===== config.mk =====
export PLATFORM = sky130hd
export DESIGN_NAME = simple_adder_v
export DESIGN_NICKNAME = d
export VERILOG_FILES = /design/src/rtl/simple_adder_v.sv
export SDC_FILE = /design/constraint.sdc
export NUM_CORES = 1
export LEC_CHECK = 0
export CAP_MARGIN = 25
export CORE_MARGIN = 2
export CORE_UTILIZATION = 35
export CTS_BUF_LIST = sky130_fd_sc_hd__clkbuf_8
export DETAILED_ROUTE_END_ITERATION = 7
export DONT_BUFFER_PORTS = 1
export GPL_TIMING_DRIVEN = 0
export PLACE_DENSITY_LB_ADDON = 0.05
export SYNTH_ARGS = -nofsm -noshare
export SYNTH_HDL_FRONTEND = slang
export SYNTH_SLANG_ARGS = --single-unit

===== constraint.sdc =====
create_clock -name clk -period 3.6 [get_ports clk]
set_clock_uncertainty 0.1 [all_clocks]
set_input_delay 0.36 -clock clk [delete_from_list [all_inputs] [get_ports clk]]
set_output_delay 0.36 -clock clk [all_outputs]
set_load 0.05 [all_outputs]

===== src/rtl/simple_adder_v.sv =====
`default_nettype none
// ============================================================================
// Module      : simple_adder_v
// Description : Single-stage registered unsigned adder with valid/ready
//               handshake on both sides. Produces the W-bit sum plus carry,
//               signed-overflow and zero flags, one clock after acceptance.
// Revision    : 1.0 - initial release
// ----------------------------------------------------------------------------
// Parameters
//   W          operand/result width in bits (2..64), default 8
// Ports
//   clk        clock, all state updates on the rising edge
//   rst        asynchronous active-high reset
//   x_0, x_1   unsigned operands (W bits)
//   in_valid   operands valid this cycle
//   in_ready   block accepts operands this cycle
//   result     registered sum (W bits)
//   carry      unsigned carry-out of the add
//   ovf        two's-complement overflow of the add
//   zero       registered result is all zeros
//   out_valid  result/flags hold a valid sample
//   out_ready  downstream consumes the output this cycle
// Configuration macro
//   SIMPLE_ADDER_SAT_EN  when defined, a carry-out saturates the registered
//                        result to all ones; carry still reports 1 and zero
//                        reflects the saturated value.
// ============================================================================
module simple_adder_v #(
  parameter int W = 8
) (
  input  logic         clk,
  input  logic         rst,
  input  logic [W-1:0] x_0,
  input  logic [W-1:0] x_1,
  input  logic         in_valid,
  output logic         in_ready,
  output logic [W-1:0] result,
  output logic         carry,
  output logic         ovf,
  output logic         zero,
  output logic         out_valid,
  input  logic         out_ready
);

  logic [W:0]   sum_full;
  logic [W-1:0] sum_res;
  logic         sum_ovf;
  logic         in_xfer;
  logic         out_xfer;

  logic [W-1:0] result_d,    result_q;
  logic         carry_d,     carry_q;
  logic         ovf_d,       ovf_q;
  logic         zero_d,      zero_q;
  logic         out_valid_d, out_valid_q;

  // The output register can take a new sample whenever it is empty or is
  // being drained in this same cycle.
  assign in_ready = !out_valid_q || out_ready;
  assign in_xfer  = in_valid && in_ready;
  assign out_xfer = out_valid_q && out_ready;

  always_comb begin
    sum_full = {1'b0, x_0} + {1'b0, x_1};
    // Overflow is judged on the wrapped sum, before any saturation.
    sum_ovf  = (x_0[W-1] == x_1[W-1]) && (sum_full[W-1] != x_0[W-1]);
`ifdef SIMPLE_ADDER_SAT_EN
    sum_res  = sum_full[W] ? {W{1'b1}} : sum_full[W-1:0];
`else
    sum_res  = sum_full[W-1:0];
`endif

    result_d    = result_q;
    carry_d     = carry_q;
    ovf_d       = ovf_q;
    zero_d      = zero_q;
    out_valid_d = out_valid_q;

    // Operands only influence state through this branch, so undriven or
    // unknown operands while in_valid is low never reach the registers.
    if (in_xfer) begin
      result_d    = sum_res;
      carry_d     = sum_full[W];
      ovf_d       = sum_ovf;
      zero_d      = (sum_res == '0);
      out_valid_d = 1'b1;
    end else if (out_xfer) begin
      // Flags and result keep their last values; only the valid drops.
      out_valid_d = 1'b0;
    end
  end

  always_ff @(posedge clk or posedge rst) begin
    if (rst) begin
      result_q    <= '0;
      carry_q     <= 1'b0;
      ovf_q       <= 1'b0;
      zero_q      <= 1'b1;
      out_valid_q <= 1'b0;
    end else begin
      result_q    <= result_d;
      carry_q     <= carry_d;
      ovf_q       <= ovf_d;
      zero_q      <= zero_d;
      out_valid_q <= out_valid_d;
    end
  end

  assign result    = result_q;
  assign carry     = carry_q;
  assign ovf       = ovf_q;
  assign zero      = zero_q;
  assign out_valid = out_valid_q;

endmodule
`default_nettype wire


### Word level (Yosys, flattened, before mapping)

Index checks and enable logic that the tools add are counted.

| storage, ports and cells | value |
|---|---|
| bits in registers | 12 |
| input port bits | 20 |
| output and inout port bits | 13 |
| word-level logic and storage cells | 17 |

| cells by class | value |
|---|---|
| add/sub/neg operators | 1 |
| eq/ne operators | 2 |
| muxes and demuxes | 2 |
| reductions and logical operators | 7 |

Operators by type and width:

| cell | number |
|---|---|
| adder 8 x 8 -> 9 bit | 1 |
| zero test 8 bit | 1 |
| logical AND 1 bit | 3 |
| 2-to-1 mux 1 bit | 2 |
| nonzero test 2 bit | 1 |
| equality test 1 bit | 1 |
| zero test 1 bit | 1 |
| logical OR 1 bit | 1 |
| != test 1 bit | 1 |

### Depth between registers and ports, before layout

Gate-level depths: netlist (run 1).

| depth | value |
|---|---|
| word-level depth | 4 |
| depth in mapped cells | 9 |
| gate-level depth less buffers | 9 |

### Worst setup path after synthesis (run 1)

No wires, ideal clock.

| timing | value |
|---|---|
| kind | reg-to-reg |
| start | register out_valid_q (netlist: out_valid) |
| end | register zero_q (netlist: zero) |
| setup time | 0.091 ns |
| arrival | 2.179 ns |
| required time | 3.409 ns |
| slack | 1.230 ns |
| cell stages (with the launch flop) | 6 |
| path buffers | 0 |
| clock period less this slack | 2.370 ns |
| cell sequence | dfrtp_1 nand2b_1 nand2_1 or4bb_1 nand4b_1 o31ai_1 |

| between the ends | value |
|---|---|
| longest elaborated chain between the ends | 3 |

RTL lines:

| element | line | RTL |
|---|---|---|
| start, declared | 55 | `logic out_valid_d, out_valid_q;` |
| start signal, assigned | 105 | `out_valid_q <= out_valid_d;` |
| zero test 1 bit | 59 | `assign in_ready = !out_valid_q \|\| out_ready;` |
| logical OR 1 bit | 59 |  |
| net in_ready | 36 | `output logic in_ready,` |
| logical AND 1 bit | 60 | `assign in_xfer = in_valid && in_ready;` |
| end signal, assigned | 104 | `zero_q <= zero_d;` |
| end, declared | 54 | `logic zero_d, zero_q;` |

The timed path passes the listed nets, and every way through them passes these cells.
A chain may end at the register's enable or synchronous reset.

### Worst setup path after layout (run 1)

Same ends and word-level chain as after synthesis.

==> impl_metrics.tcl, run 1 <==
set metrics [dict create \
    setup_tns_ns 0 \
    r2r_setup_slack_ns 1.03 \
    die-area_sq_mm 0.00262 \
    synth_warnings 0 \
    drv_slew 0 \
    whs_endpoint "out_valid$_DFFE_PP0P_" \
    holdWs_ns 0.125 \
    avgSynthCellArea_sq_um 10.3 \
    status "completed" \
    initial_core_util_pct 36.0 \
    grt_max_degree 13 \
    post-route-util_pct 40.1 \
    synth_common_cells "11 x dfrtp_1, 9 x nand2_1, 8 x ha_1, 8 x o21ai_0" \
    track_usage_pct 12.5 \
    cts_made_buffers 3 \
    synth-seq-cells 12 \
    crit_required_ns 3.65 \
    drc 0 \
    cp_cell_sequence "nand2b_1 -> nand2_1 -> or4bb_1 -> nand4b_1 -> o31ai_1" \
    route.vias.total 568 \
    period_needed_ns 2.57 \
    synth.area.top_cells "dfrtp_1 35%, ha_1 13%, o21ai_0 5.1%" \
    max_freq_mhz 389 \
    antenna_found_initial 0 \
    critPathSlowestCell "dfrtp_1" \
    setup.worst_path.start_class "register" \
    end_kind "register" \
    viasPerCell 5.21 \
    clock-sinks 12 \
    drive_gt1_share_pct 13.6 \
    postPlaceCellArea_sq_um 816 \
    setup_violations 0 \
    worst_pin_slew_ns 0.571 \
    ant_nets 0 \
    rows 17 \
    reg2reg_to "zero$_DFFE_PP1P_" \
    synth_edf_count 0 \
    finish.instance_area_sq_um 871 \
    portBuffers 0 \
    globalplace.congestion 0.685 \
    p_leak_nw 0.404 \
    drv_cap 0 \
    die_h_um 51.2 \
    rr_startpoint "out_valid$_DFFE_PP0P_" \
    worstHoldPathCells 1 \
    worstSetupPathType "register to register" \
    vdd_drop_max_uv 179 \
    fill_cells 242 \
    r2r_cells 5 \
    hpwlAfterDp_um 1180 \
    synth_cells 76 \
    final_hold_viol_count 0 \
    ys_seq_area_share_pct 38.6 \
    synth_fp_nets 105 \
    hp-class "primary input to register" \
    yosysTopAreaCell "dfrtp_1" \
    grt_pass1_wl_um 2290 \
    period_share_pct 71.4 \
    die_w_um 51.2 \
    drt_wl_total_um 1410 \
    rsz0062_at_grt "no" \
    synth_area_sq_um 781 \
    wl_per_cell_um 13.0 \
    root_buffer "clkbuf_8" \
    crit_arrival_ns 2.62 \
    cp_max_fo 10 \
    ys_types 24 \
    clockBufferDepth 2 \
    htreeDepth 1 \
    antennaDiodeCount 0 \
    grt_pass1_vias 543 \
    ios 33 \
    synth_top_area_share_pct 35.3 \
    areaGrowthSynthToFinish_pct 11.5 \
    drt_iter0_drc 2 \
    first_pass_iters 2 \
    slowest_delay_ns 0.55 \
    cts_resized 0 \
    clkTransAtPathRegs_ns 0.05 \
    cts_tree "yes" \
    clock_latency_ns 0.24 \
    fin_nets 111 \
    power_density_mw_per_mm2 556 \
    maxSlewHeadroom_pct 61.9 \
    overflow 0 \
    min_from "in_valid" \
    synth-async-reset-ratio_pct 100 \
    ys.flop_type "dfrtp_1" \
    synth.most_common_cell "dfrtp_1" \
    fp.coreArea_sq_mm 0.00217 \
]
## flip-flops by register name, indices dropped and copies added (netlist names)
signal     count
result         8
out_valid      1
ovf            1
carry          1
zero           1
## timing repair
item                       CTS  global route
setup endpoints to repair    0             0
hold buffers                 1             0
hold endpoints to repair    11             0
buffers inserted             0             0
## final cells by class
| type | count | area [sq um] | share of cell area (%) |
|---|---|---|---|
| Inverter | 4 | 15.0 | 1.72 |
| Clock buffer | 3 | 41.3 | 4.74 |
| Tap cell | 28 | 35.0 | 4.02 |
| Buffer | 1 | 7.51 | 0.862 |
| Clock inverter | 1 | 3.75 | 0.431 |
| Multi-Input combinational cell | 59 | 457 | 52.4 |
| Sequential cell | 12 | 302 | 34.6 |
| Timing Repair Buffer | 1 | 10.0 | 1.15 |
## kinds of logic (layout without fill, tap and decap cells)
family | Yosys count | after routing | share of synthesized area, %
adder cells (fa/ha/maj) | 9 | 9 | 15.4
flip-flops | 12 | 12 | 38.6
multiplexers | 3 | 3 | 4.33
AO/OA/AOI/OAI | 21 | 21 | 18.4
AND/OR/NAND/NOR | 19 | 19 | 12.5
buffers and inverters | 5 | 10 | 2.88
XOR/XNOR | 7 | 7 | 7.85
## routing by layer
metal	part of all wire (%)	up-vias	GRT usage, %
li1	-	276	-
met1	42	266	13.0
met2	47	22	20.3
met3	7.1	4	3.80
met4	3.7	0	10.5
met5	0	-	0
## per-stage QoR
step           instances  setup slack, ns  total power [mW]
3_3_place_gp         104             1.00             0.364
3_5_place_dp         104             1.01             0.366
5_1_grt              109            0.835             0.512
2_1_floorplan         76             1.23             0.345
4_1_cts              109            0.995             0.491
6_report             109             1.03             0.484
## cells in the final DEF (no fill, tap or decap)
cell            n
a211oi_2        1
a21o_1          4
a21oi_1         2
a31o_2          1
a31oi_2         1
buf_4           1
clkbuf_8        3
dfrtp_1        11
dfstp_2         1
dlygate4sd3_1   1
fa_1            1
ha_1            8
inv_1           5
mux2_2          3
nand2_1         9
nand2b_1        3
nand4b_1        1
nor2_1          3
nor2b_1         1
o21a_1          2
o21ai_0         8
o31ai_1         2
or4_1           1
or4bb_1         1
xnor2_1         3
xor2_1          4
## power breakdown
group,switching (mW),internal [mW],total [mW]
logic,0.0495,0.0436,0.0931
registers,0.109,0.159,0.268
clock network,0.0478,0.0750,0.123
## worst max-delay path by stage
stage / from / end / slack (ns) / cells after the start
finish: out_valid$_DFFE_PP0P_ / zero$_DFFE_PP1P_ / 1.03 / 5
global placement: out_valid$_DFFE_PP0P_ / zero$_DFFE_PP1P_ / 1.00 / 5
global route: out_valid$_DFFE_PP0P_ / zero$_DFFE_PP1P_ / 0.84 / 5
CTS: out_valid$_DFFE_PP0P_ / zero$_DFFE_PP1P_ / 0.99 / 5
detailed placement: out_valid$_DFFE_PP0P_ / zero$_DFFE_PP1P_ / 1.01 / 5
floorplan: out_valid$_DFFE_PP0P_ / zero$_DFFE_PP1P_ / 1.23 / 5
## critical path: cells and delay by family (launching register included)
family | cells | cell delay (ns)
AND/OR/NAND/NOR | 4 | 1.62
flip-flops | 1 | 0.55
AO/OA/AOI/OAI | 1 | 0.21
Power figures use the tool's default switching activity.
==> run 2: changes to the inputs <==
==> constraint.sdc (replaced) <==
create_clock -name clk -period 2.3 [get_ports clk]
set_clock_uncertainty 0.1 [all_clocks]
set_input_delay 0.23 -clock clk [delete_from_list [all_inputs] [get_ports clk]]
set_output_delay 0.23 -clock clk [all_outputs]
set_load 0.05 [all_outputs]
==> run 2 against run 1 <==
Compared with the run above:
- worst hold slack better by 0.00090 ns
- power grew 57%
- count of clock-buffer cells in the layout stayed put
- critical path depth unchanged
- worst setup slack got worse by 0.85 ns
- largest power group unchanged
- sequential power up 57%
==> impl_metrics.tcl, run 2 (synthesized netlist as in run 1, its figures left out) <==
set metrics [dict create \
    globalplace.congestion 0.685 \
    drv_cap 0 \
    drive_gt1_share_pct 15.9 \
    route.vias.total 577 \
    clockBufferDepth 2 \
    antennaDiodeCount 0 \
    final_hold_viol_count 0 \
    max_freq_mhz 473 \
    gr-usage-met1_pct 12.6 \
    gr-usage-met3_pct 4.09 \
    grt_max_degree 13 \
    setup.worst_path.start_class "register" \
    rows 17 \
    end_kind "register" \
    cts_made_buffers 3 \
    use_met2_pct 20.6 \
    most-common-layout-cells "11 x dfrtp_1, 8 x o21ai_0, 8 x nand2_1, 8 x ha_1, 5 x inv_1" \
    postPlaceCellArea_sq_um 818 \
    drt_iter0_drc 4 \
    cp_max_fo 10 \
    period_share_pct 92.0 \
    wl_per_cell_um 12.7 \
    clock-sinks 12 \
    finish.instance_area_sq_um 891 \
    post-route-util_pct 41.1 \
    fin_nets 112 \
    cts_tree "yes" \
    largest_reg_flops 8 \
    status "completed" \
    fp.coreArea_sq_mm 0.00217 \
    track_usage_pct 12.1 \
    drc 0 \
    die_w_um 51.2 \
    hpwlAfterDp_um 1170 \
    root_buffer "clkbuf_8" \
    period_needed_ns 2.12 \
    initial_core_util_pct 36.0 \
    vdd_drop_max_uv 307 \
    antenna_found_initial 0 \
    drv_slew 0 \
    worst_pin_slew_ns 0.521 \
    viasPerCell 5.25 \
    final_common_cell "dfrtp_1" \
    die_h_um 51.2 \
    hp-class "primary input to register" \
    areaGrowthSynthToFinish_pct 14.1 \
    power_density_mw_per_mm2 852 \
    portBuffers 0 \
    worstSetupPathType "register to register" \
    clkTransAtPathRegs_ns 0.05 \
    setup_violations 0 \
    crit_required_ns 2.35 \
    ios 33 \
    r2r_setup_slack_ns 0.18 \
    maxSlewHeadroom_pct 65.3 \
    clock_latency_ns 0.24 \
    overflow 0 \
    grt_pass1_wl_um 2280 \
    crit_arrival_ns 2.17 \
    p_leak_nw 0.414 \
    rsz0062_at_grt "no" \
    die-area_sq_mm 0.00262 \
    grt.busiest_layer "met2" \
    drt_wl_total_um 1390 \
    first_pass_iters 4 \
    ant_nets 0 \
    htreeDepth 1 \
    grt_pass1_vias 547 \
]
run 2: cell count changes in the layout (fill, tap and decap cells not counted):
cell	delta
nand2b_4	+1
nand2_2	+1
nand2_1	-1
dlygate4sd3_1	+1
nand2b_1	-1
run 2: timing repair:
item	CTS	global route
setup endpoints to repair	1	1
endpoints found under the hold margin	12	0
gates resized for setup	1	1
setup buffers	0	0
hold buffers	2	0
run 2: final cells by class:
class | instances | area (sq um)
Inverter | 4 | 15.0
Fill cell | 237 | 1280
Tap cell | 28 | 35.0
Sequential cell | 12 | 302
Multi-Input combinational cell | 59 | 467
Timing Repair Buffer | 2 | 20.0
Clock buffer | 3 | 41.3
Clock inverter | 1 | 3.75
Buffer | 1 | 7.51
run 2: final timing paths:
path,startpoint,end,depth (start not counted)
setup / recovery,out_valid$_DFFE_PP0P_,zero$_DFFE_PP1P_,5
hold / removal,x_0[7],ovf$_DFFE_PP0P_,2
setup reg to reg,out_valid$_DFFE_PP0P_,zero$_DFFE_PP1P_,5
hold reg to reg,zero$_DFFE_PP1P_,zero$_DFFE_PP1P_,2
max in group asynchronous,rst,zero$_DFFE_PP1P_,2
min in group asynchronous,rst,result[6]$_DFFE_PP0P_,2
run 2: layer usage:
metal	vias to the layer above	part of all wire, %
li1	280	-
met1	267	42
met2	25	48
met3	5	7.6
met4	0	3.0
met5	-	0
run 2: power breakdown:
group / switching [mW] / total (mW) / internal, mW
logic: 0.0767 / 0.147 / 0.0708
registers: 0.171 / 0.420 / 0.249
clock network: 0.0734 / 0.191 / 0.117
run 2: worst max-delay path, cell delays in order (launching register included):
cell and delay [ns]:
dfrtp_1 0.57, nand2b_4 0.28, nand2_2 0.18, or4bb_1 0.50, nand4b_1 0.18, o31ai_1 0.21
run 2: metrics by stage:
| stage | instances | power [mW] | setup WS, ns | hold WS, ns | TNS (ns) |
|---|---|---|---|---|---|
| 2_1_floorplan | 76 | 0.541 | 0.160 | -0.00602 | 0 |
| 3_3_place_gp | 104 | 0.571 | -0.0496 | 0.0544 | -0.0496 |
| 3_5_place_dp | 104 | 0.573 | -0.0476 | 0.0484 | -0.0476 |
| 4_1_cts | 110 | 0.772 | 0.0327 | 0.125 | 0 |
| 5_1_grt | 110 | 0.805 | 0.0328 | 0.135 | 0 |
| 6_report | 110 | 0.759 | 0.184 | 0.125 | 0 |
==> run 3: changes to the inputs <==
--- a/config.mk
+++ b/config.mk
@@ -5,8 +5,9 @@
 export SDC_FILE = /design/constraint.sdc
 export NUM_CORES = 1
 export LEC_CHECK = 0
+export ABC_AREA = 1
 export CAP_MARGIN = 25
-export CORE_MARGIN = 2
+export CORE_MARGIN = 3
 export CORE_UTILIZATION = 35
 export CTS_BUF_LIST = sky130_fd_sc_hd__clkbuf_8
 export DETAILED_ROUTE_END_ITERATION = 7
==> run 3 against run 2 <==
Compared with the run above:
- largest power group unchanged
- critical path depth unchanged
- combinational power rose by 18%
- largest cell class unchanged
- power increased by 5.1%
- highest routed layer unchanged
- register-to-register slack improved by 0.16 ns
- cell area grew 12%
- count of clock-buffer cells in the layout is 1 higher
==> impl_metrics.tcl, run 3 <==
set metrics [dict create \
    status "completed" \
    wl_per_cell_um 11.6 \
    grt_max_degree 13 \
    grt_pass1_wl_um 3370 \
    clock_latency_ns 0.23 \
    r2r_cells 5 \
    first_pass_iters 4 \
    synth_fp_nets 157 \
    die_h_um 56.8 \
    drv_slew 0 \
    final_common_cell "nand2_1" \
    hpwlAfterDp_um 1640 \
    p_int_uw 461 \
    overflow 0 \
    clkPwrFrac_pct 28.3 \
    ys.flop_type "dfrtp_1" \
    synth.most_common_cell "nand2_1" \
    r2r_setup_slack_ns 0.35 \
    die_w_um 56.8 \
    initial_core_util_pct 38.9 \
    vdd_drop_max_uv 384 \
    drt_iter0_drc 11 \
    min_from "x_0[7]" \
    ys_seq_area_share_pct 33.4 \
    crit_arrival_ns 1.98 \
    viasPerCell 4.84 \
    end_kind "register" \
    combPwrFrac_pct 21.7 \
    synth_warnings 0 \
    worstHoldPathCells 3 \
    power_density_mw_per_mm2 795 \
    synth_area_sq_um 902 \
    fin_nets 163 \
    hp-class "primary input to register" \
    cts_made_buffers 3 \
    synth-async-reset-ratio_pct 100 \
    synth.area.top_cells "dfrtp_1 31%, nand2_1 16%, ha_1 11%" \
    globalplace.congestion 0.781 \
    crit_required_ns 2.33 \
    max_freq_mhz 512 \
    period_share_pct 84.9 \
    synth_cells 128 \
    die-area_sq_mm 0.00322 \
    synth_edf_count 0 \
    avgSynthCellArea_sq_um 7.05 \
    whs_endpoint "ovf$_DFFE_PP0P_" \
    holdWs_ns 0.0786 \
    drc 0 \
    period_needed_ns 1.95 \
    ios 33 \
    route.vias.total 780 \
    final_hold_viol_count 0 \
    rows 17 \
    p_sw_uw 337 \
    swShare_pct 42.2 \
    synth-seq-cells 12 \
    root_buffer "clkbuf_8" \
    rr_startpoint "out_valid$_DFFE_PP0P_" \
    antennaDiodeCount 0 \
    areaGrowthSynthToFinish_pct 11.1 \
    p_leak_nw 0.541 \
    clock-sinks 12 \
    drive_gt1_share_pct 12.0 \
    portBuffers 0 \
    rsz0062_at_grt "no" \
    most-common-layout-cells "39 x nand2_1, 19 x inv_1, 13 x nand3_1" \
    antenna_found_initial 0 \
    maxSlewHeadroom_pct 62.7 \
    track_usage_pct 12.8 \
    largest_reg_flops 8 \
    cp_max_fo 10 \
    cts_tree "yes" \
    reg2reg_to "result[1]$_DFFE_PP0P_" \
    clkTransAtPathRegs_ns 0.05 \
    ys_types 23 \
    clockBufferDepth 2 \
    synth_common_cells "39 x nand2_1, 19 x inv_1, 13 x nand3_1" \
    worst_pin_slew_ns 0.558 \
    drv_cap 0 \
    worstSetupPathType "register to register" \
    htreeDepth 1 \
    p_seq_share_pct 49.9 \
    setup_tns_ns 0 \
    setup.worst_path.start_class "register" \
    setup_violations 0 \
    ant_nets 0 \
    synth_top_area_share_pct 30.5 \
    grt_pass1_vias 795 \
    power.total_uw 797 \
    fp.coreArea_sq_mm 0.00232 \
    drt_wl_total_um 1880 \
    yosysTopAreaCell "dfrtp_1" \
]
==> run 3: cells by family after synthesis <==
logic type               Yosys count  share of synthesized area, %
AO/OA/AOI/OAI                     14                          9.29
adder cells (fa/ha/maj)            9                          13.3
buffers and inverters             23                          9.85
flip-flops                        12                          33.4
AND/OR/NAND/NOR                   70                          34.1
==> run 3: cell type report <==
cell class,instances,area (sq um)
fillers,255,1320
multi-input cells,93,512
flip-flops and latches,12,302
inverters,21,78.8
clock buffers,4,55.1
well taps,28,35.0
repair buffers,1,10.0
plain buffers,2,10.0
==> run 3: repair_timing <==
item / in CTS / in global routing
setup buffers: 0 / 0
hold endpoints to repair: 11 / 0
hold buffers: 1 / 0
resized for setup: 0 / 0
==> run 3: metrics by stage <==
step	std cells	cell area (sq um)	setup WS, ns	util [%]
after detailed placement	156	937	0.345	40.4
final	161	1000	0.346	43.2
after global placement	156	937	0.349	40.4
after global routing	161	1000	0.198	43.2
after floorplan	128	902	0.475	-
after CTS	161	1000	0.336	43.2
==> run 3: routing by layer <==
metal	up-vias	share of wire (%)	GRT usage [%]
met5	-	0	0
met4	0	1.1	5.96
met3	2	5.3	2.07
met2	25	44	19.6
met1	338	49	17.5
li1	415	-	-
==> run 3: how the worst max path moves through the flow <==
stage | slack, ns | start | to | depth (start not counted)
CTS | 0.34 | out_valid$_DFFE_PP0P_ | result[1]$_DFFE_PP0P_ | 5
global placement | 0.35 | out_valid$_DFFE_PP0P_ | result[1]$_DFFE_PP0P_ | 5
detailed placement | 0.34 | out_valid$_DFFE_PP0P_ | result[1]$_DFFE_PP0P_ | 5
floorplan | 0.47 | out_valid$_DFFE_PP0P_ | result[1]$_DFFE_PP0P_ | 5
global route | 0.20 | out_valid$_DFFE_PP0P_ | result[2]$_DFFE_PP0P_ | 6
finish | 0.35 | out_valid$_DFFE_PP0P_ | result[1]$_DFFE_PP0P_ | 5
==> run 3: worst max-delay path, cell delays in order, from the launching register on <==
cell     delay (ns)
dfrtp_1        0.63
nand2_1        0.48
nand2_1        0.20
inv_1          0.07
buf_2          0.18
o21a_1         0.18
==> run 3: power groups by stage <==
| stage | Combinational, mW | Sequential [mW] | Clock (mW) |
|---|---|---|---|
| after global routing | 0.205 | 0.404 | 0.244 |
| after global placement | 0.172 | 0.403 | 0 |
| after floorplan | 0.145 | 0.396 | 0 |
| after detailed placement | 0.176 | 0.404 | 0 |
| final | 0.173 | 0.398 | 0.226 |
| after CTS | 0.177 | 0.400 | 0.234 |
